==> config.mk <==
export PLATFORM = sky130hd
export DESIGN_NAME = cn_core_xbar_flat
export DESIGN_NICKNAME = d
export VERILOG_FILES = /design/src/rtl/cn_xbar_pkg.sv /design/src/rtl/cn_core_xbar_if.sv /design/src/rtl/cn_xbar_rdpipe.sv /design/src/rtl/cn_core_xbar.sv /design/src/flat_wrapper.sv
export SDC_FILE = /design/constraint.sdc
export NUM_CORES = 1
export LEC_CHECK = 0
export ABC_AREA = 1
export ABC_CLOCK_PERIOD_IN_PS = 2920
export BUFFER_PORTS_ARGS = -buffer_cell sky130_fd_sc_hd__buf_2
export CAP_MARGIN = 10
export CORE_AREA = 2 2 468 470
export CTS_CLUSTER_DIAMETER = 100
export CTS_CLUSTER_SIZE = 10
export DETAILED_ROUTE_END_ITERATION = 8
export DIE_AREA = 0 0 470 472
export HOLD_SLACK_MARGIN = 0.15
export SLEW_MARGIN = 20
export SYNTH_ARGS = -nofsm -noshare
export SYNTH_HDL_FRONTEND = slang
export SYNTH_SLANG_ARGS = --single-unit
==> constraint.sdc <==
create_clock -name clk -period 2.92 [get_ports clk]
set_input_delay 0.292 -clock clk [delete_from_list [all_inputs] [get_ports clk]]
set_output_delay 0.292 -clock clk [all_outputs]
set_load 0.02 [all_outputs]
==> src/rtl/cn_xbar_pkg.sv <==
// cn_xbar_pkg: shared constants and helpers for the cn_core_xbar slice.
// Optional macro CN_XBAR_BCAST_EN makes core index 4'hF a broadcast/status index.
package cn_xbar_pkg;

  localparam int          CORE_SEL_W   = 4;
  localparam logic [3:0]  BCAST_IDX    = 4'hF;
  localparam logic [31:0] REG_ERR_WORD = 32'hDEAD_C0DE;
  localparam int          ERR_CNT_W    = 8;

  // True when idx addresses no core (broadcast index is never out of range).
  function automatic logic idx_oor(
    input logic [CORE_SEL_W-1:0] idx,
    input int                    core_num
  );
`ifdef CN_XBAR_BCAST_EN
    if (idx == BCAST_IDX) return 1'b0;
`endif
    return int'(idx) >= core_num;
  endfunction

endpackage

==> src/rtl/cn_core_xbar_if.sv <==
// cn_core_xbar_if: host register port (32-bit) and host memory port (MEM_DW).
// master = host bridge side, slave = crossbar side.
interface cn_core_xbar_if #(
  parameter int REG_AW = 10,
  parameter int MEM_AW = 17,
  parameter int MEM_DW = 128
);

  logic [REG_AW+3:0] reg_address;
  logic              reg_write;
  logic              reg_read;
  logic [31:0]       reg_wrdata;
  logic [31:0]       reg_rddata;
  logic              reg_rdvalid;

  logic [MEM_AW+3:0] mem_address;
  logic              mem_write;
  logic              mem_read;
  logic [MEM_DW-1:0] mem_wrdata;
  logic [MEM_DW-1:0] mem_rddata;
  logic              mem_rdvalid;

  modport master (
    output reg_address, reg_write, reg_read, reg_wrdata,
    input  reg_rddata, reg_rdvalid,
    output mem_address, mem_write, mem_read, mem_wrdata,
    input  mem_rddata, mem_rdvalid
  );

  modport slave (
    input  reg_address, reg_write, reg_read, reg_wrdata,
    output reg_rddata, reg_rdvalid,
    input  mem_address, mem_write, mem_read, mem_wrdata,
    output mem_rddata, mem_rdvalid
  );

endinterface

==> src/rtl/cn_xbar_rdpipe.sv <==
// cn_xbar_rdpipe: DEPTH-stage shift register of {valid, core idx, oor flag}.
// Ports: clk, reset_n, valid_i/idx_i/oor_i in, valid_o/idx_o/oor_o from last stage.
module cn_xbar_rdpipe #(
  parameter int DEPTH = 3,
  parameter int SEL_W = 4
) (
  input  logic             clk,
  input  logic             reset_n,
  input  logic             valid_i,
  input  logic [SEL_W-1:0] idx_i,
  input  logic             oor_i,
  output logic             valid_o,
  output logic [SEL_W-1:0] idx_o,
  output logic             oor_o
);

  logic [DEPTH-1:0]            v_q;
  logic [DEPTH-1:0]            oor_q;
  logic [DEPTH-1:0][SEL_W-1:0] idx_q;

  always_ff @(posedge clk or negedge reset_n) begin
    if (!reset_n) begin
      v_q   <= '0;
      oor_q <= '0;
      idx_q <= '0;
    end else begin
      v_q   <= {v_q[DEPTH-2:0], valid_i};
      oor_q <= {oor_q[DEPTH-2:0], oor_i};
      idx_q <= {idx_q[DEPTH-2:0], idx_i};
    end
  end

  assign valid_o = v_q[DEPTH-1];
  assign idx_o   = idx_q[DEPTH-1];
  assign oor_o   = oor_q[DEPTH-1];

endmodule

==> src/rtl/cn_core_xbar.sv <==
// cn_core_xbar: host-to-core crossbar; fans host reg/mem ports (host) out to
// CORE_NUM cores (core_*), returns read data with *_rdvalid, keeps sts_* status.
// Optional macro CN_XBAR_BCAST_EN: idx 4'hF broadcasts writes / reads status.
module cn_core_xbar
  import cn_xbar_pkg::*;
#(
  parameter int CORE_NUM = 4,
  parameter int REG_AW   = 10,
  parameter int MEM_AW   = 17,
  parameter int MEM_DW   = 128,
  parameter int RD_LAT   = 2
) (
  input  logic                       clk,
  input  logic                       reset_n,
  cn_core_xbar_if.slave              host,
  output logic [REG_AW-1:0]          core_reg_address,
  output logic [31:0]                core_reg_wrdata,
  output logic [CORE_NUM-1:0]        core_reg_write,
  input  logic [32*CORE_NUM-1:0]     core_reg_rddata,
  output logic [MEM_AW-1:0]          core_mem_address,
  output logic [MEM_DW-1:0]          core_mem_wrdata,
  output logic [CORE_NUM-1:0]        core_mem_write,
  input  logic [MEM_DW*CORE_NUM-1:0] core_mem_rddata,
  input  logic [CORE_NUM-1:0]        core_done,
  input  logic                       sts_clr,
  output logic [CORE_NUM-1:0]        sts_done_mask,
  output logic [ERR_CNT_W-1:0]       sts_err_cnt
);

  localparam int DEPTH = 1 + RD_LAT;
  localparam int SW    = CORE_SEL_W;

  logic [SW-1:0] reg_idx, mem_idx;
  logic          reg_oor, mem_oor;
  logic          reg_bc, mem_bc;

  assign reg_idx = host.reg_address[REG_AW+SW-1:REG_AW];
  assign mem_idx = host.mem_address[MEM_AW+SW-1:MEM_AW];
  assign reg_oor = idx_oor(reg_idx, CORE_NUM);
  assign mem_oor = idx_oor(mem_idx, CORE_NUM);

`ifdef CN_XBAR_BCAST_EN
  assign reg_bc = (reg_idx == BCAST_IDX);
  assign mem_bc = (mem_idx == BCAST_IDX);
`else
  assign reg_bc = 1'b0;
  assign mem_bc = 1'b0;
`endif

  // Stage 1: address, data and decoded write strobes
  logic [REG_AW-1:0]   reg_addr_q;
  logic [31:0]         reg_wdat_q;
  logic [CORE_NUM-1:0] reg_wsel_d, reg_wsel_q;
  logic [MEM_AW-1:0]   mem_addr_q;
  logic [MEM_DW-1:0]   mem_wdat_q;
  logic [CORE_NUM-1:0] mem_wsel_d, mem_wsel_q;

  always_comb begin
    reg_wsel_d = '0;
    mem_wsel_d = '0;
    for (int i = 0; i < CORE_NUM; i++) begin
      if (host.reg_write && (reg_bc || reg_idx == SW'(i)))
        reg_wsel_d[i] = 1'b1;
      if (host.mem_write && (mem_bc || mem_idx == SW'(i)))
        mem_wsel_d[i] = 1'b1;
    end
  end

  // Status: sticky done mask, saturating error count (clear wins)
  logic [CORE_NUM-1:0]  mask_d, mask_q;
  logic [ERR_CNT_W-1:0] err_d, err_q;
  logic [2:0]           err_inc;
  logic [ERR_CNT_W:0]   err_sum;

  assign err_inc = 3'(host.reg_write & reg_oor) + 3'(host.reg_read & reg_oor)
                 + 3'(host.mem_write & mem_oor) + 3'(host.mem_read & mem_oor);
  assign err_sum = {1'b0, err_q} + (ERR_CNT_W+1)'(err_inc);

  always_comb begin
    mask_d = mask_q | core_done;
    err_d  = err_sum[ERR_CNT_W] ? '1 : err_sum[ERR_CNT_W-1:0];
    if (sts_clr) begin
      mask_d = '0;
      err_d  = '0;
    end
  end

  // Read select pipelines, aligned to core read latency
  logic          rp_v, mp_v, rp_oor, mp_oor;
  logic [SW-1:0] rp_idx, mp_idx;

  cn_xbar_rdpipe #(.DEPTH(DEPTH), .SEL_W(SW)) u_reg_pipe (
    .clk(clk), .reset_n(reset_n),
    .valid_i(host.reg_read), .idx_i(reg_idx), .oor_i(reg_oor),
    .valid_o(rp_v), .idx_o(rp_idx), .oor_o(rp_oor)
  );

  cn_xbar_rdpipe #(.DEPTH(DEPTH), .SEL_W(SW)) u_mem_pipe (
    .clk(clk), .reset_n(reset_n),
    .valid_i(host.mem_read), .idx_i(mem_idx), .oor_i(mem_oor),
    .valid_o(mp_v), .idx_o(mp_idx), .oor_o(mp_oor)
  );

  logic [31:0]     reg_rd_d, reg_rd_q;
  logic [MEM_DW-1:0] mem_rd_d, mem_rd_q;
  logic            reg_vld_q, mem_vld_q;

  // Broadcast idx on mem path matches no core, so it reads 0
  always_comb begin
    reg_rd_d = '0;
    mem_rd_d = '0;
    for (int i = 0; i < CORE_NUM; i++) begin
      if (rp_idx == SW'(i)) reg_rd_d = core_reg_rddata[32*i +: 32];
      if (mp_idx == SW'(i)) mem_rd_d = core_mem_rddata[MEM_DW*i +: MEM_DW];
    end
`ifdef CN_XBAR_BCAST_EN
    if (rp_idx == BCAST_IDX) reg_rd_d = 32'(mask_q);
`endif
    if (rp_oor) reg_rd_d = REG_ERR_WORD;
    if (mp_oor) mem_rd_d = '1;
  end

  always_ff @(posedge clk or negedge reset_n) begin
    if (!reset_n) begin
      reg_addr_q <= '0;
      reg_wdat_q <= '0;
      reg_wsel_q <= '0;
      mem_addr_q <= '0;
      mem_wdat_q <= '0;
      mem_wsel_q <= '0;
      mask_q     <= '0;
      err_q      <= '0;
      reg_vld_q  <= 1'b0;
      mem_vld_q  <= 1'b0;
      reg_rd_q   <= '0;
      mem_rd_q   <= '0;
    end else begin
      reg_addr_q <= host.reg_address[REG_AW-1:0];
      reg_wdat_q <= host.reg_wrdata;
      reg_wsel_q <= reg_wsel_d;
      mem_addr_q <= host.mem_address[MEM_AW-1:0];
      mem_wdat_q <= host.mem_wrdata;
      mem_wsel_q <= mem_wsel_d;
      mask_q     <= mask_d;
      err_q      <= err_d;
      reg_vld_q  <= rp_v;
      mem_vld_q  <= mp_v;
      if (rp_v) reg_rd_q <= reg_rd_d;
      if (mp_v) mem_rd_q <= mem_rd_d;
    end
  end

  assign core_reg_address = reg_addr_q;
  assign core_reg_wrdata  = reg_wdat_q;
  assign core_reg_write   = reg_wsel_q;
  assign core_mem_address = mem_addr_q;
  assign core_mem_wrdata  = mem_wdat_q;
  assign core_mem_write   = mem_wsel_q;
  assign host.reg_rddata  = reg_rd_q;
  assign host.reg_rdvalid = reg_vld_q;
  assign host.mem_rddata  = mem_rd_q;
  assign host.mem_rdvalid = mem_vld_q;
  assign sts_done_mask    = mask_q;
  assign sts_err_cnt      = err_q;

endmodule

==> src/flat_wrapper.sv <==
// flat-port wrapper written by rule: the top's interface ports become plain ports
module cn_core_xbar_flat import cn_xbar_pkg::*;
#(
  parameter int CORE_NUM = 4,
  parameter int REG_AW   = 10,
  parameter int MEM_AW   = 17,
  parameter int MEM_DW   = 128,
  parameter int RD_LAT   = 2
)
  (clk, reset_n, core_reg_address, core_reg_wrdata, core_reg_write, core_reg_rddata, core_mem_address, core_mem_wrdata, core_mem_write, core_mem_rddata, core_done, sts_clr, sts_done_mask, sts_err_cnt, host_reg_address, host_reg_write, host_reg_read, host_reg_wrdata, host_reg_rddata, host_reg_rdvalid, host_mem_address, host_mem_write, host_mem_read, host_mem_wrdata, host_mem_rddata, host_mem_rdvalid);
  cn_core_xbar_if #(.REG_AW(REG_AW), .MEM_AW(MEM_AW), .MEM_DW(MEM_DW)) host_i ();
  input  logic clk;
  input  logic reset_n;
  output logic [REG_AW-1:0] core_reg_address;
  output logic [31:0] core_reg_wrdata;
  output logic [CORE_NUM-1:0] core_reg_write;
  input  logic [32*CORE_NUM-1:0] core_reg_rddata;
  output logic [MEM_AW-1:0] core_mem_address;
  output logic [MEM_DW-1:0] core_mem_wrdata;
  output logic [CORE_NUM-1:0] core_mem_write;
  input  logic [MEM_DW*CORE_NUM-1:0] core_mem_rddata;
  input  logic [CORE_NUM-1:0] core_done;
  input  logic sts_clr;
  output logic [CORE_NUM-1:0] sts_done_mask;
  output logic [ERR_CNT_W-1:0] sts_err_cnt;
  input wire logic [$bits(host_i.reg_address)-1:0] host_reg_address;
  input wire logic [$bits(host_i.reg_write)-1:0] host_reg_write;
  input wire logic [$bits(host_i.reg_read)-1:0] host_reg_read;
  input wire logic [$bits(host_i.reg_wrdata)-1:0] host_reg_wrdata;
  output wire logic [$bits(host_i.reg_rddata)-1:0] host_reg_rddata;
  output wire logic [$bits(host_i.reg_rdvalid)-1:0] host_reg_rdvalid;
  input wire logic [$bits(host_i.mem_address)-1:0] host_mem_address;
  input wire logic [$bits(host_i.mem_write)-1:0] host_mem_write;
  input wire logic [$bits(host_i.mem_read)-1:0] host_mem_read;
  input wire logic [$bits(host_i.mem_wrdata)-1:0] host_mem_wrdata;
  output wire logic [$bits(host_i.mem_rddata)-1:0] host_mem_rddata;
  output wire logic [$bits(host_i.mem_rdvalid)-1:0] host_mem_rdvalid;
  assign host_i.reg_address = host_reg_address;
  assign host_i.reg_write = host_reg_write;
  assign host_i.reg_read = host_reg_read;
  assign host_i.reg_wrdata = host_reg_wrdata;
  assign host_reg_rddata = host_i.reg_rddata;
  assign host_reg_rdvalid = host_i.reg_rdvalid;
  assign host_i.mem_address = host_mem_address;
  assign host_i.mem_write = host_mem_write;
  assign host_i.mem_read = host_mem_read;
  assign host_i.mem_wrdata = host_mem_wrdata;
  assign host_mem_rddata = host_i.mem_rddata;
  assign host_mem_rdvalid = host_i.mem_rdvalid;
  cn_core_xbar #(.CORE_NUM(CORE_NUM), .REG_AW(REG_AW), .MEM_AW(MEM_AW), .MEM_DW(MEM_DW), .RD_LAT(RD_LAT)) u_core (.clk(clk), .reset_n(reset_n), .host(host_i), .core_reg_address(core_reg_address), .core_reg_wrdata(core_reg_wrdata), .core_reg_write(core_reg_write), .core_reg_rddata(core_reg_rddata), .core_mem_address(core_mem_address), .core_mem_wrdata(core_mem_wrdata), .core_mem_write(core_mem_write), .core_mem_rddata(core_mem_rddata), .core_done(core_done), .sts_clr(sts_clr), .sts_done_mask(sts_done_mask), .sts_err_cnt(sts_err_cnt));
endmodule
==> summary.md, run 1 <==
| Metric | Value |
|---|---|
| Register area share after synthesis | `0.559` |
| Starting DRT DRC Count | `about 2.2k` |
| Sink Count | `405` |
| Area grow syn2layout | `95.3%` |
| Total track usage | `0.169` |
| Final GP Congestion | `between 0.9 and 1` |
| Worst Path Max Fanout | `30` |
| Share of cells above drive strength 1 | `0.343` |
| Starting density of the core | `0.0837` |
| Placed inst area | `27,900 um2` |
| Adder-cell area share of the yosys netlist | `0.00566` |
| Row cnt | `171` |
| Worst slew margin | `0.371` |
| Leak Pwr | `15.9 nW` |
| Top post-synthesis cells by count | `nand2_1 (548), nor2_1 (459), dfrtp_1 (405)` |
| Worst-path clk slew | `~0.060 ns` |
| I/O pin total | `1,215` |
| Core ar. | `between 200,000 and 250,000 um2` |
| Max_cap viols | `0` |
| First-pass GRT wire length | `246,000 um` |
| EDFF count, synth | `0` |
| Vias in the first global route | `24.9k` |
| Routed WL per cell | `between 20 and 30 um` |
| Run status | `finished clean` |
| Syn avg cell area | `a little over 8 um2` |
| Highest clock rate | `364 MHz` |
| Fin cells | `6,994` |
| Least-Margin Pin Slew | `0.944 ns` |
| HP Class | `input pin to asynchronous set/reset pin` |
| Initial antenna violation count | `209` |
| Design area | `about 35,000 um2` |
| Post-synthesis xor/xnor area fraction | `0.000483` |
| Endpoints failing setup | `0` |
| Horiz. Die Dim | `approximately 470 um` |
| ANT nets after route | `0` |
| Clock latency on the worst-skew pair | `between 0.6 and 0.7 ns` |
| Startpoint Class | `flop` |
| Avg Vias per Cell | `3.56` |
| Fraction of registers with async set/reset | `1.00` |
| Congestion Overflow GR | `0` |
| Syn Inst Count | `2,252` |
| CP required | `3.54 ns` |
| CTS Buf Count | `53` |
| Root Driver | `clkbuf_16` |
| Worst R2R Path Depth | `10` |
| Final Hold Fails | `0` |
| CTS max path bufs | `3` |
| Synthesized area | `18,100 um2` |
| #FFs+latches synth | `about 410` |
| Fillers | `24.8k` |
| Fin crit period | `roughly 2.8 ns` |
| Design Power | `16.4 mW` |
| Worst Clk Skew | `0.0210 ns` |
| Power per cell area | `~460 nW/um2` |
| Synthesis Warnings | `0` |
| Pin count of the biggest net entering global routing | `115` |
| # H-tree levels | `2` |
| WL final | `195,000 um` |
| Net Count, Synth | `slightly above 3k` |
| Simple-gate share of the synthesized area | `0.304` |
| VDD IR-drop max | `0.395 mV` |
| Hold Slack | `0.254 ns` |
| Compound-Gate Fraction of Synth Area | `0.0787` |
| Most frequent cell after synthesis | `nand2_1` |
| Mux contribution to synthesized area | `0` |
| WS Path Type | `flop to flop` |
| Synth top area cells | `dfrtp_1 (56%), nand2_1 (11%), nor2_1 (9.5%)` |
| DRC violations left | `0` |
| Final net count | `between 4k and 5k` |
| Main combinational cell family by area after synthesis | `simple AND/OR/NAND/NOR gates` |
| Critical path arrival | `3.37 ns` |
| Nature of the critical path endpoint | `flop` |
| Synth unique cells | `26` |
| Die height | `472 um` |
| CTS tree | `yes` |
| Post-synth top flop | `dfrtp_1` |
| Placed cell count | `between 6k and 7k` |
| Via count | `24.9k` |
| Area leader, netlist | `dfrtp_1` |
| Hpwl dp | `164,000 um` |
| Synth top area share | `0.559` |
| Full die area | `222,000 um2` |
| Fin. max-slew vios | `0` |
| Final period utilization | `0.942` |
| DR pass1 iterations | `6` |
| IO Port Bufs | `1,214` |
-- routing by layer --
layer	share of wire	GRT usage	vias up	routed length (um)
met4	0.044	0.0711	88	8520
met2	0.46	0.273	1629	88800
met3	0.14	0.101	475	28100
li1	-	-	10906	-
met5	0.0029	0	-	561
met1	0.35	0.176	11784	69000
-- state kept, by name, summed over array words and instances (netlist names), 4 cells and up --
name and count:
u_core.core_mem_wrdata 128, u_core.core_mem_address 17, u_core.host.reg_rddata 32, u_core.u_mem_pipe.idx_q 8
u_core.host.mem_rddata 128, u_core.sts_done_mask 4, u_core.u_mem_pipe.idx_o 4, u_core.core_reg_address 10
u_core.u_reg_pipe.idx_q 8, u_core.core_mem_write 4, u_core.core_reg_wrdata 32, u_core.sts_err_cnt 8
u_core.u_reg_pipe.idx_o 4, u_core.core_reg_write 4
-- logic make-up (layout without fill, tap and decap cells) --
family	count (synthesis)	in the layout
AOI/OAI and AO/OA	285	285
xor gates and xnor gates	1	1
adders and majority gates	7	7
buffers and inverters	208	1972
DFF	405	405
other	0	123
and+or+nand+nor	1346	1347
-- cells in the final DEF (no fill, tap or decap), drive strengths merged --
master / netlist / routed
nand4: 5 / 5
buf: 112 / 1287
dfrtp: 405 / 405
or2: 2 / 2
nor2: 463 / 463
nor4: 8 / 8
clkinv: 0 / 5
nor3: 1 / 1
dlygate4sd3: 0 / 560
nand3: 317 / 317
diode: 0 / 123
clkbuf: 49 / 65
ha: 5 / 5
clkinvlp: 0 / 2
dlymetal6s4s: 0 / 1
nand2: 549 / 550
a21oi: 132 / 132
bufinv: 0 / 1
fa: 2 / 2
xor2: 1 / 1
nor3b: 1 / 1
o21ai: 153 / 153
inv: 47 / 51
-- worst max-delay path, stage by stage, from the launching register on --
cell and delay [ns]:
dfrtp_1 0.39, nor2_4 0.20, inv_1 0.12, nor2_2 0.19, buf_12 0.25, nand2_1 0.19
nand3_1 0.12, dlygate4sd3_1 0.55, nand2_1 0.05, dlygate4sd3_1 0.56, nand2_1 0.06
-- path summary, 6_finish.rpt --
check / slack [ns] / start / end
min in group clk: 0.25 / host_mem_write / u_core.core_mem_write[0]
worst max-delay path: 0.17 / u_core.u_reg_pipe.idx_o[2] / u_core.host.reg_rddata[9]
worst min-delay path: 0.25 / reset_n / u_core.u_mem_pipe.oor_q[0]
max in group asynchronous: 1.67 / reset_n / u_core.host.mem_rddata[1]
worst min register to register: 0.33 / u_core.u_mem_pipe.idx_q[1] / u_core.u_mem_pipe.idx_q[5]
worst max register to register: 0.17 / u_core.u_reg_pipe.idx_o[2] / u_core.host.reg_rddata[9]
-- power by group --
group          internal (mW)  switching [mW]  leakage [nW]  total (mW)
Clock                   3.50            2.90         0.756        6.40
Sequential              5.97           0.194          4.52        6.16
Combinational           1.43            2.37          10.7        3.80
Total                   10.9            5.46          15.9        16.4
-- what timing repair did --
action	in CTS	in global routing
resized for setup	0	7
hold endpoints to repair	757	0
setup endpoints to repair	0	21
buffers inserted	0	3
hold buffers	561	0
-- per-stage QoR --
step | setup slack [ns] | utilization | TNS, ns
floorplan | 0.130 | - | 0
global placement | -0.0364 | 0.129 | -0.112
detailed placement | 0.0790 | 0.129 | 0
CTS | 0.0171 | 0.162 | 0
global route | -0.00565 | 0.163 | -0.00565
finish | 0.170 | 0.164 | 0
-- final cells by class --
type | count | area (um2) | share of cell area
diodes | 123 | 308 | 0.00869
clock buffers | 64 | 1420 | 0.0401
clock inverters | 12 | 145 | 0.00410
inverters | 47 | 191 | 0.00541
multi-input cells | 1640 | 7100 | 0.201
flip-flops and latches | 405 | 10100 | 0.286
well taps | 2854 | 3570 | 0.101
repair buffers | 1849 | 12500 | 0.354
(Power assumes the default switching activity.)
==> run 2, diff against run 1 <==
ABC_AREA = not set   (was 1)
CORE_AREA = 2 2 478 480   (was 2 2 468 470)
DIE_AREA = 0 0 480 482   (was 0 0 470 472)
==> summary.md, run 2 <==
| Metric | Value |
|---|---|
| Run status | `finished clean` |
| Worst Clk Skew | `0.0730 ns` |
| HP Class | `input pin to flop` |
| Full die area | `231,000 um2` |
| Register area share after synthesis | `0.567` |
| Most frequent cell after synthesis | `dfrtp_1` |
| Area grow syn2layout | `94.7%` |
| Commonest cells after routing, fill and taps aside | `buf_2 (1,213), dlygate4sd3_1 (473), dfrtp_1 (399)` |
| Final GP Congestion | `1.07` |
| CP required | `3.56 ns` |
| CTS Buf Count | `55` |
| Max_cap viols | `0` |
| Clock latency on the worst-skew pair | `slightly above 0.7 ns` |
| Startpoint Class | `flop` |
| Commonest non-fill, non-tap cell in the layout | `buf_2` |
| Top post-synthesis cells by count | `dfrtp_1 (405), mux2i_1 (156), nor2_1 (154)` |
| Fin. max-slew vios | `0` |
| Net Count, Synth | `2,423` |
| Critical path arrival | `3.48 ns` |
| Syn avg cell area | `about 11 um2` |
| Nature of the critical path endpoint | `flop` |
| Flop-to-flop setup slack | `about 0.080 ns` |
| Leak Pwr | `15.3 nW` |
| Starting density of the core | `0.0789` |
| I/O pin total | `~1.2k` |
| Worst R2R Path Depth | `6` |
| Worst R2R Start | `u_core.u_mem_pipe.idx_o[0]` |
| Fin crit period | `2.84 ns` |
| Share of cells above drive strength 1 | `0.441` |
| Worst Path Max Fanout | `18` |
| CP max stage delay | `between 0.9 and 1 ns` |
| Crit path top cell by count | `buf_4` |
| First-pass GRT wire length | `215,000 um` |
| Worst Setup SP | `u_core.u_mem_pipe.idx_o[0]` |
| Final Hold Fails | `0` |
| Hold path startpoint | `core_mem_rddata[261]` |
| Synthesized area | `17,900 um2` |
| #FFs+latches synth | `just over 400` |
| Worst-path clk slew | `0.06 ns` |
| CP cell instances | `buf_4 > buf_4 > mux2i_1 > o21ai_0 > a221oi_1 > a21oi_1` |
| Routed WL per cell | `27.4 um` |
| Endpoints failing setup | `0` |
| Least-Margin Pin Slew | `1.23 ns` |
| Sink Count | `approximately 400` |
| Design Power | `17.0 mW` |
| Synth top area cells | `dfrtp_1 (57%), mux2i_1 (8.7%), nand3b_1 (5.8%)` |
| Syn Inst Count | `1,570` |
| WL final | `approximately 180,000 um` |
| Core ar. | `226,000 um2` |
| Vias in the first global route | `21.6k` |
| Post-synth top flop | `dfrtp_1` |
| Via count | `22.1k` |
| Congestion Overflow GR | `0` |
| IO Port Bufs | `1,214` |
| Horiz. Die Dim | `480 um` |
| CTS max path bufs | `3` |
| Min-Delay Path Depth | `5` |
| Area leader, netlist | `dfrtp_1` |
| Synth top area share | `0.567` |
| DRC violations left | `0` |
| # H-tree levels | `2` |
| Die height | `482 um` |
| WS Path Type | `flop to flop` |
| VDD IR-drop max | `0.482 mV` |
| Hold Slack | `0.191 ns` |
| Worst slew margin | `0.170` |
| Avg Vias per Cell | `3.45` |
| Initial antenna violation count | `203` |
| Hpwl dp | `150,000 um` |
| EDFF count, synth | `0` |
| Final net count | `4,106` |
| Total track usage | `0.143` |
| Fillers | `25.4k` |
| Highest clock rate | `352 MHz` |
| Starting DRT DRC Count | `about 1.8k` |
| Synth unique cells | `41` |
| CP max-delay cell | `o21ai_0` |
| Pin count of the biggest net entering global routing | `108` |
| Root Driver | `clkbuf_16` |
| Power per cell area | `between 400 and 500 nW/um2` |
| DR pass1 iterations | `6` |
| ANT nets after route | `0` |
| CTS tree | `yes` |
| Row cnt | `175` |
| Final period utilization | `0.973` |
| Synthesis Warnings | `0` |
| Fraction of registers with async set/reset | `1.00` |
run 2: cell types whose count changed after synthesis, moves of 49 or more:
cell	delta
clkbuf_1	+49
a221oi_1	+107
nand3_1	-314
nand2_1	-535
buf_2	-71
nand3b_1	+137
nor2_1	-305
mux2i_1	+156
run 2: through the flow:
step	setup slack [ns]	instances	cell area, um2	util	TNS (ns)
after floorplan	0.0698	1570	17900	-	0
after global placement	-0.393	5730	28000	0.124	-2.62
after detailed placement	-0.399	5730	28000	0.124	-2.83
after CTS	0.00398	6284	34400	0.152	0
after global routing	-0.00365	6367	34700	0.153	-0.00365
final	0.0800	6404	34800	0.154	0
run 2: critical path, delay by kind of cell (launching register included):
kind | cells | cell delay (ns)
buffers and inverters | 2 | 0.52
DFF | 1 | 0.75
AOI/OAI and AO/OA | 3 | 1.36
muxes | 1 | 0.10
run 2: routing by layer:
layer	vias up	wire length (um)	track usage
met1	10695	63500	0.156
li1	9276	-	-
met3	433	27400	0.0900
met5	-	570	0
met2	1622	74400	0.217
met4	84	9260	0.0635
run 2: power by group:
part / total, mW / internal [mW] / switching (mW)
registers: 6.22 / 5.97 / 0.253
logic: 3.94 / 1.60 / 2.34
clock network: 6.82 / 3.92 / 2.90
run 2: final cells by class:
type | instances | area, um2 | share of cell area
antenna | 118 | 295 | 0.00849
clock buffer | 65 | 1450 | 0.0415
clock inverter | 16 | 264 | 0.00759
inverter | 25 | 93.8 | 0.00270
multi-input combinational | 987 | 6950 | 0.200
sequential | 405 | 10200 | 0.292
tap | 3009 | 3760 | 0.108
timing repair buffer | 1779 | 11800 | 0.340
run 2: logic make-up after synthesis:
| kind of cell | after synthesis | share of synthesized area |
|---|---|---|
| xor+xnor | 2 | 0.000981 |
| compound gates | 472 | 0.178 |
| buf+inv | 178 | 0.0448 |
| simple gates | 325 | 0.0999 |
| flops | 405 | 0.567 |
| mux | 181 | 0.104 |
| fa+ha+maj | 7 | 0.00574 |
run 2: what timing repair did:
action                                  in CTS  in global routing
gates resized for setup                      2                  2
hold buffers                               473                  0
gates cloned                                 0                  0
hold endpoints to repair                   621                  0
buffers inserted                             0                  2
endpoints found under the setup margin       2                 14
run 2: path summary, 6_finish.rpt:
path                                         endpoint
max                        u_core.host.mem_rddata[69]
min                         u_core.host.mem_rddata[5]
max reg2reg                u_core.host.mem_rddata[69]
min reg2reg                u_core.u_reg_pipe.idx_o[3]
max in group asynchronous    u_core.u_mem_pipe.v_q[2]
min in group asynchronous  u_core.core_mem_wrdata[76]
